`config.mk`:
```
export PLATFORM = sky130hd
export DESIGN_NAME = n64adv2_hdmi_clksw_seq
export DESIGN_NICKNAME = d
export VERILOG_FILES = /design/src/rtl/n64adv2_hdmi_clksw_seq_pkg.sv /design/src/rtl/n64adv2_sync_bus.sv /design/src/rtl/n64adv2_hdmi_clksw_seq.sv
export SDC_FILE = /design/constraint.sdc
export NUM_CORES = 1
export LEC_CHECK = 0
export CAP_MARGIN = 20
export CORE_MARGIN = 4
export CORE_UTILIZATION = 59
export DETAILED_ROUTE_END_ITERATION = 8
export PLACE_DENSITY = 0.78
export SLEW_MARGIN = 20
export SYNTH_ARGS = -nofsm -noshare
export SYNTH_HDL_FRONTEND = slang
export SYNTH_SLANG_ARGS = --single-unit
```
`constraint.sdc`:
```
create_clock -name SYS_CLK_i -period 3.1 [get_ports SYS_CLK_i]
set_clock_uncertainty 0.15 [all_clocks]
set_input_delay 0.465 -clock SYS_CLK_i [delete_from_list [all_inputs] [get_ports SYS_CLK_i]]
set_output_delay 0.465 -clock SYS_CLK_i [all_outputs]
set_load 0.05 [all_outputs]
```
`src/rtl/n64adv2_hdmi_clksw_seq_pkg.sv`:
```
// Shared definitions for the HDMI pixel-clock switch sequencer.
//   - hk_clksw_state_e : sequencer state encoding (HK_CLKSW_*)
//   - HK_CLKSW_*       : default wait/sync constants
//   - hk_max4()        : sizing helper for the shared down-counter
package n64adv2_hdmi_clksw_seq_pkg;

  typedef enum logic [2:0] {
    HK_CLKSW_INIT       = 3'd0,
    HK_CLKSW_IDLE       = 3'd1,
    HK_CLKSW_DEBOUNCE   = 3'd2,
    HK_CLKSW_ASSERT_RST = 3'd3,
    HK_CLKSW_SWITCH     = 3'd4,
    HK_CLKSW_REQ_CFG    = 3'd5,
    HK_CLKSW_ACK_LOW    = 3'd6,
    HK_CLKSW_RELEASE    = 3'd7
  } hk_clksw_state_e;

  localparam int HK_CLKSW_SYNC_STAGES  = 2;
  localparam int HK_CLKSW_DEBOUNCE_LEN = 16;
  localparam int HK_CLKSW_RST_WAIT     = 8;
  localparam int HK_CLKSW_SWITCH_WAIT  = 32;
  localparam int HK_CLKSW_ACK_TIMEOUT  = 65535;

  function automatic int hk_max4(input int a, input int b, input int c, input int d);
    int m;
    m = a;
    if (b > m) m = b;
    if (c > m) m = c;
    if (d > m) m = d;
    return m;
  endfunction

endpackage

```
`src/rtl/n64adv2_sync_bus.sv`:
```
// Multi-bit level synchronizer: STAGES flops per bit, async active-low reset to 0.
// Each bit is an independent quasi-static level; no cross-bit coherency is implied.
// Ports:
//   clk   : destination clock
//   rst_n : async active-low reset
//   d     : asynchronous input bus
//   q     : synchronized bus (STAGES cycles of latency)
module n64adv2_sync_bus #(
  parameter int STAGES = 2,
  parameter int WIDTH  = 1
) (
  input  logic             clk,
  input  logic             rst_n,
  input  logic [WIDTH-1:0] d,
  output logic [WIDTH-1:0] q
);

  logic [STAGES-1:0][WIDTH-1:0] pipe;

  // NOTE: sequential state uses non-blocking assignments so every flop samples
  // the pre-edge value of its neighbour; blocking here would collapse the chain.
  always_ff @(posedge clk or negedge rst_n) begin
    if (!rst_n) pipe <= '0;
    else        pipe <= {pipe[STAGES-2:0], d};
  end

  assign q = pipe[STAGES-1];

endmodule

```
`src/rtl/n64adv2_hdmi_clksw_seq.sv`:
```
// Glitch-safe sequencer for the HDMI pixel-clock mux.
// Holds the HDMI domain in reset, flips the mux select, asks the NIOS to reload
// the transmitter timing (4-phase req/ack), then releases the reset.
// Ports:
//   SYS_CLK_i        : 60 MHz system clock
//   nSRST_i          : async active-low reset
//   lowlatencymode   : async, low latency mode enable
//   N64_interlaced   : async, N64 interlaced flag
//   HDMI_cfg_done_i  : async, HDMI transmitter configured
//   cfg_ack_i        : NIOS re-config ack, level in SYS_CLK_i domain
//   HDMI_CLK_sel_o   : mux select (1 = sub clock, 0 = main)
//   HDMI_nRST_hold_o : 0 forces the HDMI domain into reset
//   cfg_req_o        : request NIOS timing reload
//   busy_o           : sequence in progress
//   timeout_o        : sticky ack-timeout flag, cleared only by nSRST_i
module n64adv2_hdmi_clksw_seq
  import n64adv2_hdmi_clksw_seq_pkg::*;
#(
  parameter int SYNC_STAGES  = HK_CLKSW_SYNC_STAGES,
  parameter int DEBOUNCE_LEN = HK_CLKSW_DEBOUNCE_LEN,
  parameter int RST_WAIT     = HK_CLKSW_RST_WAIT,
  parameter int SWITCH_WAIT  = HK_CLKSW_SWITCH_WAIT,
  parameter int ACK_TIMEOUT  = HK_CLKSW_ACK_TIMEOUT
) (
  input  logic SYS_CLK_i,
  input  logic nSRST_i,
  input  logic lowlatencymode,
  input  logic N64_interlaced,
  input  logic HDMI_cfg_done_i,
  input  logic cfg_ack_i,
  output logic HDMI_CLK_sel_o,
  output logic HDMI_nRST_hold_o,
  output logic cfg_req_o,
  output logic busy_o,
  output logic timeout_o
);

  localparam int CNT_MAX = hk_max4(DEBOUNCE_LEN, RST_WAIT, SWITCH_WAIT, ACK_TIMEOUT);
  localparam int CNT_W   = $clog2(CNT_MAX + 1);

  // Each load value makes its state last exactly the named number of cycles,
  // except DEBOUNCE which also spends its entry cycle before counting stability.
  localparam logic [CNT_W-1:0] DB_LOAD = CNT_W'(DEBOUNCE_LEN);
  localparam logic [CNT_W-1:0] RW_LOAD = CNT_W'(RST_WAIT - 1);
  localparam logic [CNT_W-1:0] SW_LOAD = CNT_W'((SWITCH_WAIT > 0) ? SWITCH_WAIT - 1 : 0);
  localparam logic [CNT_W-1:0] AT_LOAD = CNT_W'(ACK_TIMEOUT - 1);

  logic [2:0] async_in;
  logic [2:0] sync_out;
  logic       target;
  logic       cfg_done;

  assign async_in = {HDMI_cfg_done_i, N64_interlaced, lowlatencymode};

  n64adv2_sync_bus #(
    .STAGES(SYNC_STAGES),
    .WIDTH (3)
  ) u_sync (
    .clk  (SYS_CLK_i),
    .rst_n(nSRST_i),
    .d    (async_in),
    .q    (sync_out)
  );

  assign target   = sync_out[0] & sync_out[1];
  assign cfg_done = sync_out[2];

  hk_clksw_state_e  state;
  logic [CNT_W-1:0] cnt;

  always_ff @(posedge SYS_CLK_i or negedge nSRST_i) begin
    if (!nSRST_i) begin
      state            <= HK_CLKSW_INIT;
      cnt              <= '0;
      HDMI_CLK_sel_o   <= 1'b0;
      HDMI_nRST_hold_o <= 1'b0;
      cfg_req_o        <= 1'b0;
      busy_o           <= 1'b1;
      timeout_o        <= 1'b0;
    end else if (state != HK_CLKSW_INIT && !cfg_done) begin
      // Transmitter lost its configuration: park in reset until it is back.
      // The select and the sticky timeout are deliberately kept.
      state            <= HK_CLKSW_INIT;
      cnt              <= '0;
      HDMI_nRST_hold_o <= 1'b0;
      cfg_req_o        <= 1'b0;
      busy_o           <= 1'b1;
    end else begin
      unique case (state)
        HK_CLKSW_INIT: begin
          if (cfg_done) begin
            state          <= HK_CLKSW_SWITCH;
            HDMI_CLK_sel_o <= target;
            cnt            <= SW_LOAD;
          end
        end
        HK_CLKSW_IDLE: begin
          if (target != HDMI_CLK_sel_o) begin
            state  <= HK_CLKSW_DEBOUNCE;
            busy_o <= 1'b1;
            cnt    <= DB_LOAD;
          end
        end
        HK_CLKSW_DEBOUNCE: begin
          // target is one bit, so any toggle lands back on sel: abort and
          // re-enter from IDLE, which restarts the stability count.
          if (target == HDMI_CLK_sel_o) begin
            state  <= HK_CLKSW_IDLE;
            busy_o <= 1'b0;
            cnt    <= '0;
          end else if (cnt == '0) begin
            state            <= HK_CLKSW_ASSERT_RST;
            HDMI_nRST_hold_o <= 1'b0;
            cnt              <= RW_LOAD;
          end else begin
            cnt <= cnt - 1'b1;
          end
        end
        HK_CLKSW_ASSERT_RST: begin
          if (cnt == '0) begin
            state          <= HK_CLKSW_SWITCH;
            HDMI_CLK_sel_o <= target;
            cnt            <= SW_LOAD;
          end else begin
            cnt <= cnt - 1'b1;
          end
        end
        HK_CLKSW_SWITCH: begin
          if (cnt == '0) begin
            state     <= HK_CLKSW_REQ_CFG;
            cfg_req_o <= 1'b1;
            cnt       <= AT_LOAD;
          end else begin
            cnt <= cnt - 1'b1;
          end
        end
        HK_CLKSW_REQ_CFG: begin
          // Level-sensitive: an ack already high on entry is accepted.
          if (cfg_ack_i) begin
            state     <= HK_CLKSW_ACK_LOW;
            cfg_req_o <= 1'b0;
            cnt       <= '0;
          end else if (cnt == '0) begin
            state            <= HK_CLKSW_RELEASE;
            cfg_req_o        <= 1'b0;
            HDMI_nRST_hold_o <= 1'b1;
            timeout_o        <= 1'b1;
          end else begin
            cnt <= cnt - 1'b1;
          end
        end
        HK_CLKSW_ACK_LOW: begin
          if (!cfg_ack_i) begin
            state            <= HK_CLKSW_RELEASE;
            HDMI_nRST_hold_o <= 1'b1;
          end
        end
        HK_CLKSW_RELEASE: begin
          state  <= HK_CLKSW_IDLE;
          busy_o <= 1'b0;
        end
        default: begin
          state <= HK_CLKSW_INIT;
          cnt   <= '0;
        end
      endcase
    end
  end

endmodule

```
==> summary.md, run 1 <==
| Metric | Value |
|---|---|
| Min cycle time layout | `2.727 ns` |
| Routed length per placed instance | `15.05 microns` |
| Detailed Routing Iterations Pass 1 | `6` |
| Residual DRC | `0` |
| Routability cong. | `0.9007` |
| Max Clock Freq | `366.7 MHz` |
| Sequential area share after synthesis | `38.16%` |
| Number of diodes | `0` |
| FFs w/ async S/R, synth | `100.0%` |
| H-tree Lvls | `2` |
| Layout cells sized above 1 | `11.20%` |
| Area Growth Syn to Fin | `10.92%` |
| RSZ-0062 raised after global routing | `no` |
| Compound-cell area share of the yosys netlist | `21.33%` |
| Worst hold path type | `register to register` |
| Post-synth EDFFs | `0` |
| Part of the power in the clock network | `15.7%` |
| CP arrival | `2.83 ns` |
| Die footprint | `4329 sq um` |
| Setup bufs post-CTS | `0` |
| Number of global-route vias before repair | `1668` |
| Final setup fails | `0` |
| Crit end category | `register` |
| Site Rows | `20` |
| Port buffer count | `10` |
| Largest net degree at the start of global routing | `31` |
| Synth warnings | `0` |
| Peak supply drop | `441.5 uV` |
| Comb power frac | `53.3%` |
| Post-synthesis adder-cell area fraction | `0.6349%` |
| Most frequent cells in the layout | `34 x nand2_1, 29 x dfrtp_1, 23 x nor2_1` |
| Final #Nets | `256` |
| Clock Latency Late Sink | `0.35 ns` |
| Total GRT Usage | `23.79%` |
| Mux cell area share after synthesis | `3.048%` |
| Core area | `3128 sq um` |
| Slew HR | `44.24%` |
| Setup crit start kind | `register` |
| Die Y | `65.80 microns` |
| Via/cell ratio | `6.180` |
| Cells after Synth | `237` |
| Clk sinks | `30` |
| Status | `finished, final reports clean` |
| Total CTS buffers | `5` |
| XOR/XNOR share of the synthesized area | `0.4444%` |
| Slew of the pin with the lowest slew margin | `0.8318 ns` |
| Post-CTS Hold Buffers | `0` |
| Mapped cell area | `1971 sq um` |
| Cell Pwr Density | `932.7 nW/um^2` |
| Syn_nets | `244` |
| Largest family of logic cells by synthesized area | `simple AND/OR/NAND/NOR gates` |
| CTS clk-pin slew, worst paths | `0.10 ns` |
| Post-DP HPWL | `3120 microns` |
| Final setup TNS | `0 ns` |
| Sw frac | `46.69%` |
| Yosys reg bits | `30` |
| Critical Path RT | `3.21 ns` |
| Sw Pwr | `951.9 uW` |
| Starting Density | `63.00%` |
| Pins Over Slew Limit | `0` |
| Vias | `1817` |
| Grt total ovfl | `0` |
| Root Driver | `clkbuf_4` |
| Fin. Hold Viols | `0` |
| Max clock buf depth | `2` |
| Final period util | `87.97%` |
| Avg Inst Size Synth | `8.315 sq um` |
| P_int | `1087 uW` |
| MaxCap Viol Count | `0` |
| # resized after CTS | `0` |
| Io pins | `11` |
| Synth Area in Simple Gates | `31.05%` |
| DRT iter0 DRCs | `200` |
| Most common cell after layout, fill and taps aside | `nand2_1` |
| Tot Pwr | `2039 uW` |
| Area of the multi-input gates | `1114 sq um` |
| Antenna Nets Post-Route | `0` |
| Initial antenna violation count | `0` |
| Fillers | `262` |
| CTS tree | `yes` |
| Critical path type | `register to register` |
| Register area | `752.0 sq um` |
| Flop pwr share | `31.0%` |
| Die width | `65.80 microns` |
| Total Routed Length | `4426 microns` |
| Synth cell types | `55` |
| Ys flop type | `dfrtp_1` |
| First-pass GRT wire length | `7907 microns` |
| Leak pwr | `0.0008953 uW` |
| Peak fanout along the critical path | `8` |
-- power by group through the flow --
stage / sequential [uW] / combinational (uW) / clock [uW]
6_report: 632 / 1090 / 320
5_1_grt: 653 / 1200 / 348
4_1_cts: 629 / 1080 / 324
3_5_place_dp: 637 / 1070 / 0
3_3_place_gp: 633 / 1060 / 0
2_1_floorplan: 690 / 771 / 0
-- path summary, 6_finish.rpt --
kind	from	to	slack [ns]	depth (start not counted)
min in group asynchronous	nSRST_i	state[2]$_DFFE_PN0P_	0.35	2
max	cnt[0]$_DFFE_PN0P_	cnt[14]$_DFFE_PN0P_	0.37	9
max in group asynchronous	nSRST_i	busy_o$_DFFE_PN1P_	2.14	2
min reg2reg	u_sync.pipe[2]$_DFF_PN0_	u_sync.q[2]$_DFF_PN0_	0.21	0
max reg2reg	cnt[0]$_DFFE_PN0P_	cnt[14]$_DFFE_PN0P_	0.37	9
min	u_sync.pipe[2]$_DFF_PN0_	u_sync.q[2]$_DFF_PN0_	0.21	0
-- kinds of logic (layout without fill, tap and decap cells) --
family          Yosys count  after routing
flops                    30             30
fa+ha+maj                 1              1
buf+inv                  21             34
xor+xnor                  1              1
simple gates            112            112
compound gates           66             66
mux                       6              6
-- per-layer routing --
metal / vias up / track usage (%) / share of wire [%]
met1: 866 / 33.15 / 45
met4: 0 / 7.772 / 1.2
li1: 881 / - / -
met2: 63 / 36.80 / 48
met3: 7 / 4.932 / 5.9
met5: - / 0 / 0
-- sequential cells by signal, indices dropped and copies added, names as in the netlist --
name and count:
HDMI_nRST_hold_o 1, cnt 16, u_sync.q 3, state 3, timeout_o 1, HDMI_CLK_sel_o 1, cfg_req_o 1, busy_o 1
u_sync.pipe 3
-- worst max-delay path, stage by stage (launching register included) --
cell	delay [ns]
dfrtp_1	0.43
inv_1	0.07
ha_1	0.20
nor3b_1	0.31
nand4_2	0.30
nor4_4	0.37
a311o_1	0.35
buf_4	0.22
a21oi_1	0.05
o22ai_1	0.20
-- area by class of cell --
class / count / area share (%)
Clock buffer: 5 / 1.717
Clock inverter: 3 / 2.061
Inverter: 10 / 1.717
Multi-Input combinational cell: 186 / 50.94
Sequential cell: 30 / 34.40
Tap cell: 44 / 2.519
Timing Repair Buffer: 16 / 6.640
-- cells in the mapped netlist (all sizes together) (2+ instances only) --
cell,n,area (sq um)
nand4,3,25.02
mux2i,6,60.06
or2,2,12.52
a21oi,11,55.05
nand2b,2,12.51
o21ai,29,145.1
nor4,11,90.08
nor3b,2,15.01
nand3,7,35.03
clkbuf,4,15.01
inv,10,37.54
nor2,23,86.33
a211o,2,17.52
o21a,4,37.53
nor4b,3,47.54
or3,2,12.51
a31oi,3,18.77
o31ai,3,22.52
dfrtp,29,725.7
nand2,34,127.6
o22ai,3,25.02
a211oi,2,20.02
nor3,12,65.06
and2,2,12.51
nand3b,2,15.01
buf,7,52.55
nor2b,4,25.02
-- through the flow --
stage / utilization, % / instance area [sq um] / setup WS (ns) / cells / hold slack, ns
6_report: 69.88 / 2186 / 0.3729 / 294 / 0.2075
5_1_grt: 69.88 / 2186 / 0.1445 / 294 / 0.2243
4_1_cts: 69.88 / 2186 / 0.3878 / 294 / 0.2089
3_5_place_dp: 67.24 / 2103 / 0.4104 / 286 / 0.1847
3_3_place_gp: 67.24 / 2103 / 0.4273 / 286 / 0.1821
2_1_floorplan: - / 1971 / 0.7531 / 237 / 0.01941
Note: power is estimated with default switching activity, not from simulation.
==> run 2: changes to the inputs <==
- SLEW_MARGIN: 20 -> 10
==> results of run 2 <==
No change in the layout: final DEF, timing and power equal those of run 1.
==> run 3: changes to the inputs <==
- CTS_CLUSTER_SIZE: unset -> 10
==> results of run 3 <==
No change in the layout: final DEF, timing and power equal those of run 1.
